`src/rtl/thor2022_mem_req_sched.sv`:
```
// Memory request scheduler: round-robin queue writer plus queue-to-dcache drain.
// Optional perf counters: define THOR2022_MRSCHED_PERF_EN.
`timescale 1ns/1ps
module thor2022_mem_req_sched #(
  parameter int RETRY_MAX = 15,
`ifdef THOR2022_MRSCHED_PERF_EN
  parameter int PERF_W    = 32,
`endif
  parameter int REQ_W     = 64
) (
  input  logic             clk,
  input  logic             rst,
  input  logic [1:0]       req_valid,
  input  logic [REQ_W-1:0] req_i0,
  input  logic [REQ_W-1:0] req_i1,
  output logic [1:0]       req_done,
  output logic             qwr0,
  output logic [REQ_W-1:0] qi0,
  output logic             qwr1,
  output logic [REQ_W-1:0] qi1,
  input  logic             qwr_ack0,
  input  logic             qwr_ack1,
  input  logic             q_valid,
  input  logic [REQ_W-1:0] q_o,
  output logic             q_rd,
  output logic             dc_req,
  output logic [REQ_W-1:0] dc_o,
  input  logic             dc_ack,
`ifdef THOR2022_MRSCHED_PERF_EN
  output logic [PERF_W-1:0] perf_gnt0,
  output logic [PERF_W-1:0] perf_gnt1,
  output logic [PERF_W-1:0] perf_stall,
`endif
  output logic             qfull_stall,
  output logic             busy
);

  typedef enum logic [1:0] {
    W_ARB,
    W_ISSUE,
    W_WAIT
  } wst_t;

  typedef enum logic [1:0] {
    D_IDLE,
    D_POP,
    D_SETTLE,
    D_REQ
  } dst_t;

  wst_t       wst;
  dst_t       dst;
  logic       gnt;
  logic       last_grant;
  logic [3:0] retry_cnt;
  logic [3:0] retry_inc;
  logic       arb_gnt;
  logic       wack;

  // both pending: pick the port that did not win last time
  assign arb_gnt = req_valid[1] & (~req_valid[0] | ~last_grant);
  assign wack = gnt ? qwr_ack1 : qwr_ack0;
  assign retry_inc = (retry_cnt == 4'hf) ? retry_cnt
                                         : retry_cnt + 4'd1;

  assign req_done[0] = (wst == W_WAIT) & ~gnt & qwr_ack0;
  assign req_done[1] = (wst == W_WAIT) & gnt & qwr_ack1;
  assign q_rd = (dst == D_POP) & q_valid;
  assign busy = (wst != W_ARB) | (dst != D_IDLE);

  always_ff @(posedge clk or posedge rst) begin
    if (rst) begin
      wst         <= W_ARB;
      gnt         <= 1'b0;
      last_grant  <= 1'b1;
      retry_cnt   <= 4'd0;
      qfull_stall <= 1'b0;
      qwr0        <= 1'b0;
      qwr1        <= 1'b0;
      qi0         <= '0;
      qi1         <= '0;
    end else begin
      unique case (wst)
        W_ARB: begin
          if (|req_valid) begin
            gnt <= arb_gnt;
            if (arb_gnt) qi1 <= req_i1;
            else         qi0 <= req_i0;
            qwr0 <= ~arb_gnt;
            qwr1 <= arb_gnt;
            wst  <= W_ISSUE;
          end
        end
        W_ISSUE: begin
          qwr0 <= 1'b0;
          qwr1 <= 1'b0;
          wst  <= W_WAIT;
        end
        W_WAIT: begin
          if (wack) begin
            last_grant  <= gnt;
            retry_cnt   <= 4'd0;
            qfull_stall <= 1'b0;
            wst         <= W_ARB;
          end else begin
            retry_cnt   <= retry_inc;
            qfull_stall <= int'({28'd0, retry_inc}) >= RETRY_MAX;
            qwr0        <= ~gnt;
            qwr1        <= gnt;
            wst         <= W_ISSUE;
          end
        end
        default: wst <= W_ARB;
      endcase
    end
  end

  always_ff @(posedge clk or posedge rst) begin
    if (rst) begin
      dst    <= D_IDLE;
      dc_req <= 1'b0;
      dc_o   <= '0;
    end else begin
      unique case (dst)
        D_IDLE: begin
          if (q_valid) dst <= D_POP;
        end
        D_POP: begin
          if (q_valid) begin
            dc_o <= q_o;
            dst  <= D_SETTLE;
          end else begin
            dst  <= D_IDLE;
          end
        end
        D_SETTLE: begin
          dc_req <= 1'b1;
          dst    <= D_REQ;
        end
        D_REQ: begin
          if (dc_ack) begin
            dc_req <= 1'b0;
            dst    <= D_IDLE;
          end
        end
        default: dst <= D_IDLE;
      endcase
    end
  end

`ifdef THOR2022_MRSCHED_PERF_EN
  always_ff @(posedge clk or posedge rst) begin
    if (rst) begin
      perf_gnt0  <= '0;
      perf_gnt1  <= '0;
      perf_stall <= '0;
    end else begin
      if (req_done[0]) perf_gnt0 <= perf_gnt0 + 1'b1;
      if (req_done[1]) perf_gnt1 <= perf_gnt1 + 1'b1;
      if ((wst == W_WAIT) && !wack)
        perf_stall <= perf_stall + 1'b1;
    end
  end
`endif

endmodule

```
`config.mk`:
```
export PLATFORM = sky130hd
export DESIGN_NAME = thor2022_mem_req_sched
export DESIGN_NICKNAME = d
export VERILOG_FILES = /design/src/rtl/thor2022_mem_req_sched.sv
export SDC_FILE = /design/constraint.sdc
export NUM_CORES = 1
export LEC_CHECK = 0
export CAP_MARGIN = 20
export CELL_PAD_IN_SITES_DETAIL_PLACEMENT = 2
export CELL_PAD_IN_SITES_GLOBAL_PLACEMENT = 2
export CORE_AREA = 2 2 154 156
export DETAILED_ROUTE_END_ITERATION = 7
export DIE_AREA = 0 0 156 158
export DONT_BUFFER_PORTS = 1
export GPL_TIMING_DRIVEN = 0
export PLACE_DENSITY_LB_ADDON = 0.05
export SYNTH_ARGS = -nofsm -noshare
export SYNTH_HDL_FRONTEND = slang
export SYNTH_SLANG_ARGS = --single-unit
```
`constraint.sdc`:
```
create_clock -name clk -period 7.85 [get_ports clk]
set_input_delay 0.785 -clock clk [delete_from_list [all_inputs] [get_ports clk]]
set_output_delay 0.785 -clock clk [all_outputs]
set_load 0.01 [all_outputs]
```
* After elaboration in Yosys (flattened, before gate mapping)
Index checks and enable logic that the tools add are counted.
** Operators by class
- Add/sub/neg operators :: 1
- $lt $le $gt $ge :: 1
- Eq/ne operators :: 10
- Muxes and demuxes :: 19
- Bitwise gates (word level) :: 12
- Reductions and logical operators :: 15
** Operators by type and width (number)
- $reduce_and A2 Y1 :: 5
- $reduce_and A3 Y1 :: 3
- $mux W1 :: 8
- $mux W2 :: 4
- $mux W4 :: 2
- $ne A2 B2 Y1 const B :: 4
- $pmux W2 S4 :: 1
- $and A1 B1 Y1 :: 6
- $eq A2 B2 Y1 const B :: 3
- $pmux W1 S3 :: 2
- $pmux W2 S3 :: 1
- $reduce_bool A2 Y1 :: 3
- $add A4 B1 Y4 const B :: 1
- $eq A2 B1 Y1 const B :: 2
- $eq A4 B4 Y1 const B :: 1
- $ge A4 B4 Y1 const B :: 1
- $logic_not A2 Y1 :: 2
- $not A1 Y1 :: 4
- $reduce_bool A3 Y1 :: 1
- $or A1 B1 Y1 :: 2
- $pmux W1 S2 :: 1
- $reduce_or A2 Y1 :: 1
** Storage, ports and cells
- Register bits :: 206
- Input bits :: 200
- Logic and storage cells :: 70

* Logic depth before layout (Yosys ltp)
- Depth after elaboration :: 6
- Depth in mapped cells :: 6

* Worst setup path before layout
Ideal clock, no wire load.
- Kind :: input to output
- From :: input port q_valid
- To :: output port q_rd
- Arrival :: 1370 ps
- Data required time :: 7065 ps
- Setup slack :: 5695 ps
- Stages on the path :: 4
- Buffers on the path :: 2
- Cell sequence :: nand3_1 > buf_2 > buf_2 > inv_1
** On the way
- Cells in the longest elaborated chain, start to end :: 1
** RTL lines
- start, declared :: RTL line 23 : input logic q_valid,
- $and A1 B1 Y1 :: RTL line 68 : assign q_rd = (dst == D_POP) & q_valid;
- end, declared :: RTL line 25 : output logic q_rd,
No other way between the ends.

* Worst setup path after layout
- From :: register wst[0]
- To :: output port req_done[0]
** On the way
- Cells in the longest elaborated chain, start to end :: 3
** RTL lines
- start, declared :: RTL line 51 : wst_t wst;
- start signal, assigned :: RTL line 73 : wst <= W_ARB;
- start signal, assigned :: RTL line 91 : wst <= W_ISSUE;
- start signal, assigned :: RTL line 97 : wst <= W_WAIT;
- $eq A2 B2 Y1 :: RTL line 66 : assign req_done[0] = (wst == W_WAIT) & ~gnt & qwr_ack0;
- $and A1 B1 Y1 (2 in series) :: RTL line 66
- end, declared :: RTL line 16 : output logic [1:0] req_done,
No other way between the ends.

==> summary.txt <==
STATUS
-------------------------------------------------------------------------------------------------
Run status ......................................................................... finished clean

PLACED DESIGN
-------------------------------------------------------------------------------------------------
GP Congestion ......................................................................       0.7105
Cell area after placement ..........................................................    8396 um^2
Post-placement worst setup slack ...................................................      5492 ps
Total half-perimeter wirelength after legalization and detailed placement ..........     16180 um
Placed cell count ..................................................................          784
Count of input and output buffers ..................................................            0

GLOBAL ROUTE
-------------------------------------------------------------------------------------------------
GRT Util Overall ...................................................................       0.1647
Initial antenna violation count ....................................................            3
Maximum number of pins on one net before global-route repair .......................          127
Total grt overflow .................................................................            0
Via count of the first global-routing pass .........................................         4806
Wire length of the first global-routing pass .......................................     30640 um

CTS
-------------------------------------------------------------------------------------------------
CTS Hold Bufs ......................................................................            0
Cell at the root of the clock tree .................................................    clkbuf_16
TritonCTS clock tree ...............................................................         done
Post-CTS sizing ....................................................................            0
Number of CTS-inserted buffers .....................................................           23
Clk sink count .....................................................................          206
Clock transition at the registers of the reported paths ............................        60 ps
Post-CTS setup buffer count ........................................................            0
H-tree levels ......................................................................            1
Clock network latency to the later pin of the worst-skew pair ......................       500 ps
Max Root-Sink Buffers ..............................................................            3

STA
-------------------------------------------------------------------------------------------------
Maximum clock frequency ............................................................   0.3702 GHz
Max-Slew Margin vs Limit ...........................................................       0.3993
Final setup violation count ........................................................            0
Fin Clk Skew .......................................................................     11.31 ps
Transition time of the tightest slew-check pin .....................................     901.1 ps
Final Max Tran Viols ...............................................................            0
Final worst path period need .......................................................      2701 ps
Final cycle utilization of the critical path .......................................       0.3441
Final hold violation count .........................................................            0
RSZ-0062 raised after global routing ...............................................        false
Worst slack on hold paths ..........................................................     293.4 ps
Post-route worst setup slack .......................................................      5149 ps

DRT
-------------------------------------------------------------------------------------------------
Drt drc ............................................................................            0
Post-DRT Antenna Nets ..............................................................            0
Vias after detailed routing ........................................................         4267
Length of the first detailed-routing pass in iterations ............................            4
Starting DRT DRC Count .............................................................          109
Number of vias per cell after detailed routing .....................................        5.185
Wire length per cell after detailed routing ........................................     25.78 um
Detailed-route wire length .........................................................     21220 um

CELLS AND AREA
-------------------------------------------------------------------------------------------------
Area grow syn2layout ...............................................................       14.67%
Non-filler instance count after layout .............................................          823
Ratio of cells with drive above 1 in the final layout ..............................       0.4831
Number of nets at the end of the flow ..............................................          724
Final core area utilization ........................................................       0.3979
Sequential cell area ...............................................................    5156 um^2
Number of filler instances in the final layout .....................................         2205
Final instance area ................................................................    9171 um^2
Area of combinational cells with multiple inputs ...................................    2605 um^2

SETUP PATH
-------------------------------------------------------------------------------------------------
Data required time at the worst endpoint ...........................................      7070 ps
Worst reg-to-reg setup slack .......................................................      5870 ps
CP Launch Point ....................................................................       wst[0]
Startpoint of the worst-slack reg-to-reg timing path ...............................       wst[0]
R2R Path End .......................................................................      qi1[33]
Largest fanout on the critical path ................................................           10
Capturing instance or port of the critical path ....................................  req_done[0]
Worst Reg-to-Reg Cells .............................................................            6
Arrival time of data at the critical path endpoint .................................      1920 ps
Type of element capturing the critical path ........................................ primary output
Startpoint Class ...................................................................     register
Critical path start-end classification ............................................. register to primary output

FLOORPLAN
-------------------------------------------------------------------------------------------------
Die height .........................................................................       158 um
Overall die width ..................................................................       156 um
Row Count ..........................................................................           56
Core Box Area ......................................................................   23050 um^2
Die Footprint ......................................................................   24650 um^2
Number of top-level design ports ...................................................          400
Initial cell density of the core ...................................................       0.3469

SYNTHESIS
-------------------------------------------------------------------------------------------------
Synthesis warning total ............................................................            0
Synth Net Count ....................................................................          698
Area of the mapped netlist .........................................................    7998 um^2
Number of distinct library cell variants in the gate-level netlist after synthesis .           31
Primary FF master, synth ...........................................................      dfrtp_1
Async S/R FF share, synth ..........................................................        1.000
Number of flops mapped to enable cells by yosys ....................................            0
Number of instances in the synthesized netlist .....................................          493
Average size of a mapped cell ......................................................   16.22 um^2
Flops & latches, synth .............................................................          206
Sequential fraction of the synthesis area ..........................................       0.6447

MIN PATH
-------------------------------------------------------------------------------------------------
Classification of the worst-slack hold path ........................................ input pin to asynchronous set/reset pin

POWER
-------------------------------------------------------------------------------------------------
Power Density ...................................................................... 481.6 nW/um^2
Leak pwr ...........................................................................     3.967 nW
Worst voltage drop across the vdd grid .............................................    0.2033 mV

FLOW RUN
-------------------------------------------------------------------------------------------------
Max-Cap Viols ......................................................................            0

## sequential cells by signal, summed over array words and instances, names as in the netlist, 2 cells and up, named ones only
register,count
qi0,64
retry_cnt,4
wst,2
qi1,64
dc_o,64
## worst min path at each step
stage / start / slack, ps / to
6_report: rst / 290 / qi1[0]
4_1_cts: rst / 350 / qi1[0]
3_3_place_gp: dst[0] / 510 / dc_req
2_1_floorplan: dst[0] / 490 / dc_req
3_5_place_dp: dst[0] / 550 / dc_req
5_1_grt: rst / 350 / qi1[0]
## cell usage in the layout, fill, tap and decap left out, types with 3 or more instances in the layout
cell,synthesis,layout
ha_1,5,5
nor2_1,4,4
o21ai_0,6,6
buf_2,9,9
dfrtp_1,205,205
clkbuf_16,0,23
mux2_2,193,193
nand2_1,10,10
mux2i_1,3,3
clkbuf_1,1,5
nand3_1,5,5
clkbuf_8,0,6
inv_1,10,9
and3_1,3,3
a21oi_1,5,5
buf_6,12,12
bufinv_16,0,3
mux2_4,3,3
## metal layers
layer  vias up  global-route usage  share of wire
li1       1778                   -              -
met1      2185              0.1649           0.32
met2       267              0.3057           0.54
met3        35             0.07829           0.12
met4         2             0.04412          0.018
met5         -                   0        0.00057
## critical path, stage by stage (launching register included)
cell and delay [ps]:
dfrtp_1 410, inv_1 110, ha_1 310, buf_2 270, nand2_1 110, nor2_1 200
## layout make-up
class / instances / area share
Clock buffer: 33 / 0.07340
Inverter: 10 / 0.004911
Timing Repair Buffer: 1 / 0.003001
Sequential cell: 206 / 0.5622
Antenna cell: 1 / 0.0002729
Clock inverter: 5 / 0.01091
Tap cell: 290 / 0.03956
Multi-Input combinational cell: 253 / 0.2840
Buffer: 24 / 0.02169
## power by group
part | switching, mW | internal, mW
Combinational | 0.381 | 0.618
Clock | 0.416 | 0.688
Sequential | 0.702 | 1.61
Total | 1.50 | 2.92
## synthesized netlist by cell type, types with 2 or more instances
cell | number | area (um^2)
a21oi_1 | 5 | 25.02
a32o_1 | 2 | 20.02
and3_1 | 3 | 18.77
buf_2 | 9 | 45.04
buf_4 | 2 | 15.01
buf_6 | 12 | 135.1
dfrtp_1 | 205 | 5130
ha_1 | 5 | 62.56
inv_1 | 10 | 37.54
mux2_2 | 193 | 2173
mux2_4 | 3 | 45.04
mux2i_1 | 3 | 30.03
nand2_1 | 10 | 37.54
nand2b_1 | 2 | 12.51
nand3_1 | 5 | 25.02
nor2_1 | 4 | 15.01
o21ai_0 | 6 | 30.03
## cells by family (layout without fill, tap and decap cells)
group,after synthesis,in the layout,synth area share
DFF,206,206,0.6447
xor gates and xnor gates,1,1,0.001095
adders and majority gates,5,5,0.007822
AOI/OAI and AO/OA,22,22,0.02050
muxes,199,199,0.2811
buffers and inverters,34,73,0.02957
and+or+nand+nor,26,26,0.01518
other,0,1,0
## metrics by stage
stage	TNS, ps	power [mW]
final	0	4.417
after global routing	0	4.701
after CTS	0	4.510
after detailed placement	0	3.372
after global placement	-128390	3.306
after floorplan	0	2.996
(Power assumes the default switching activity.)
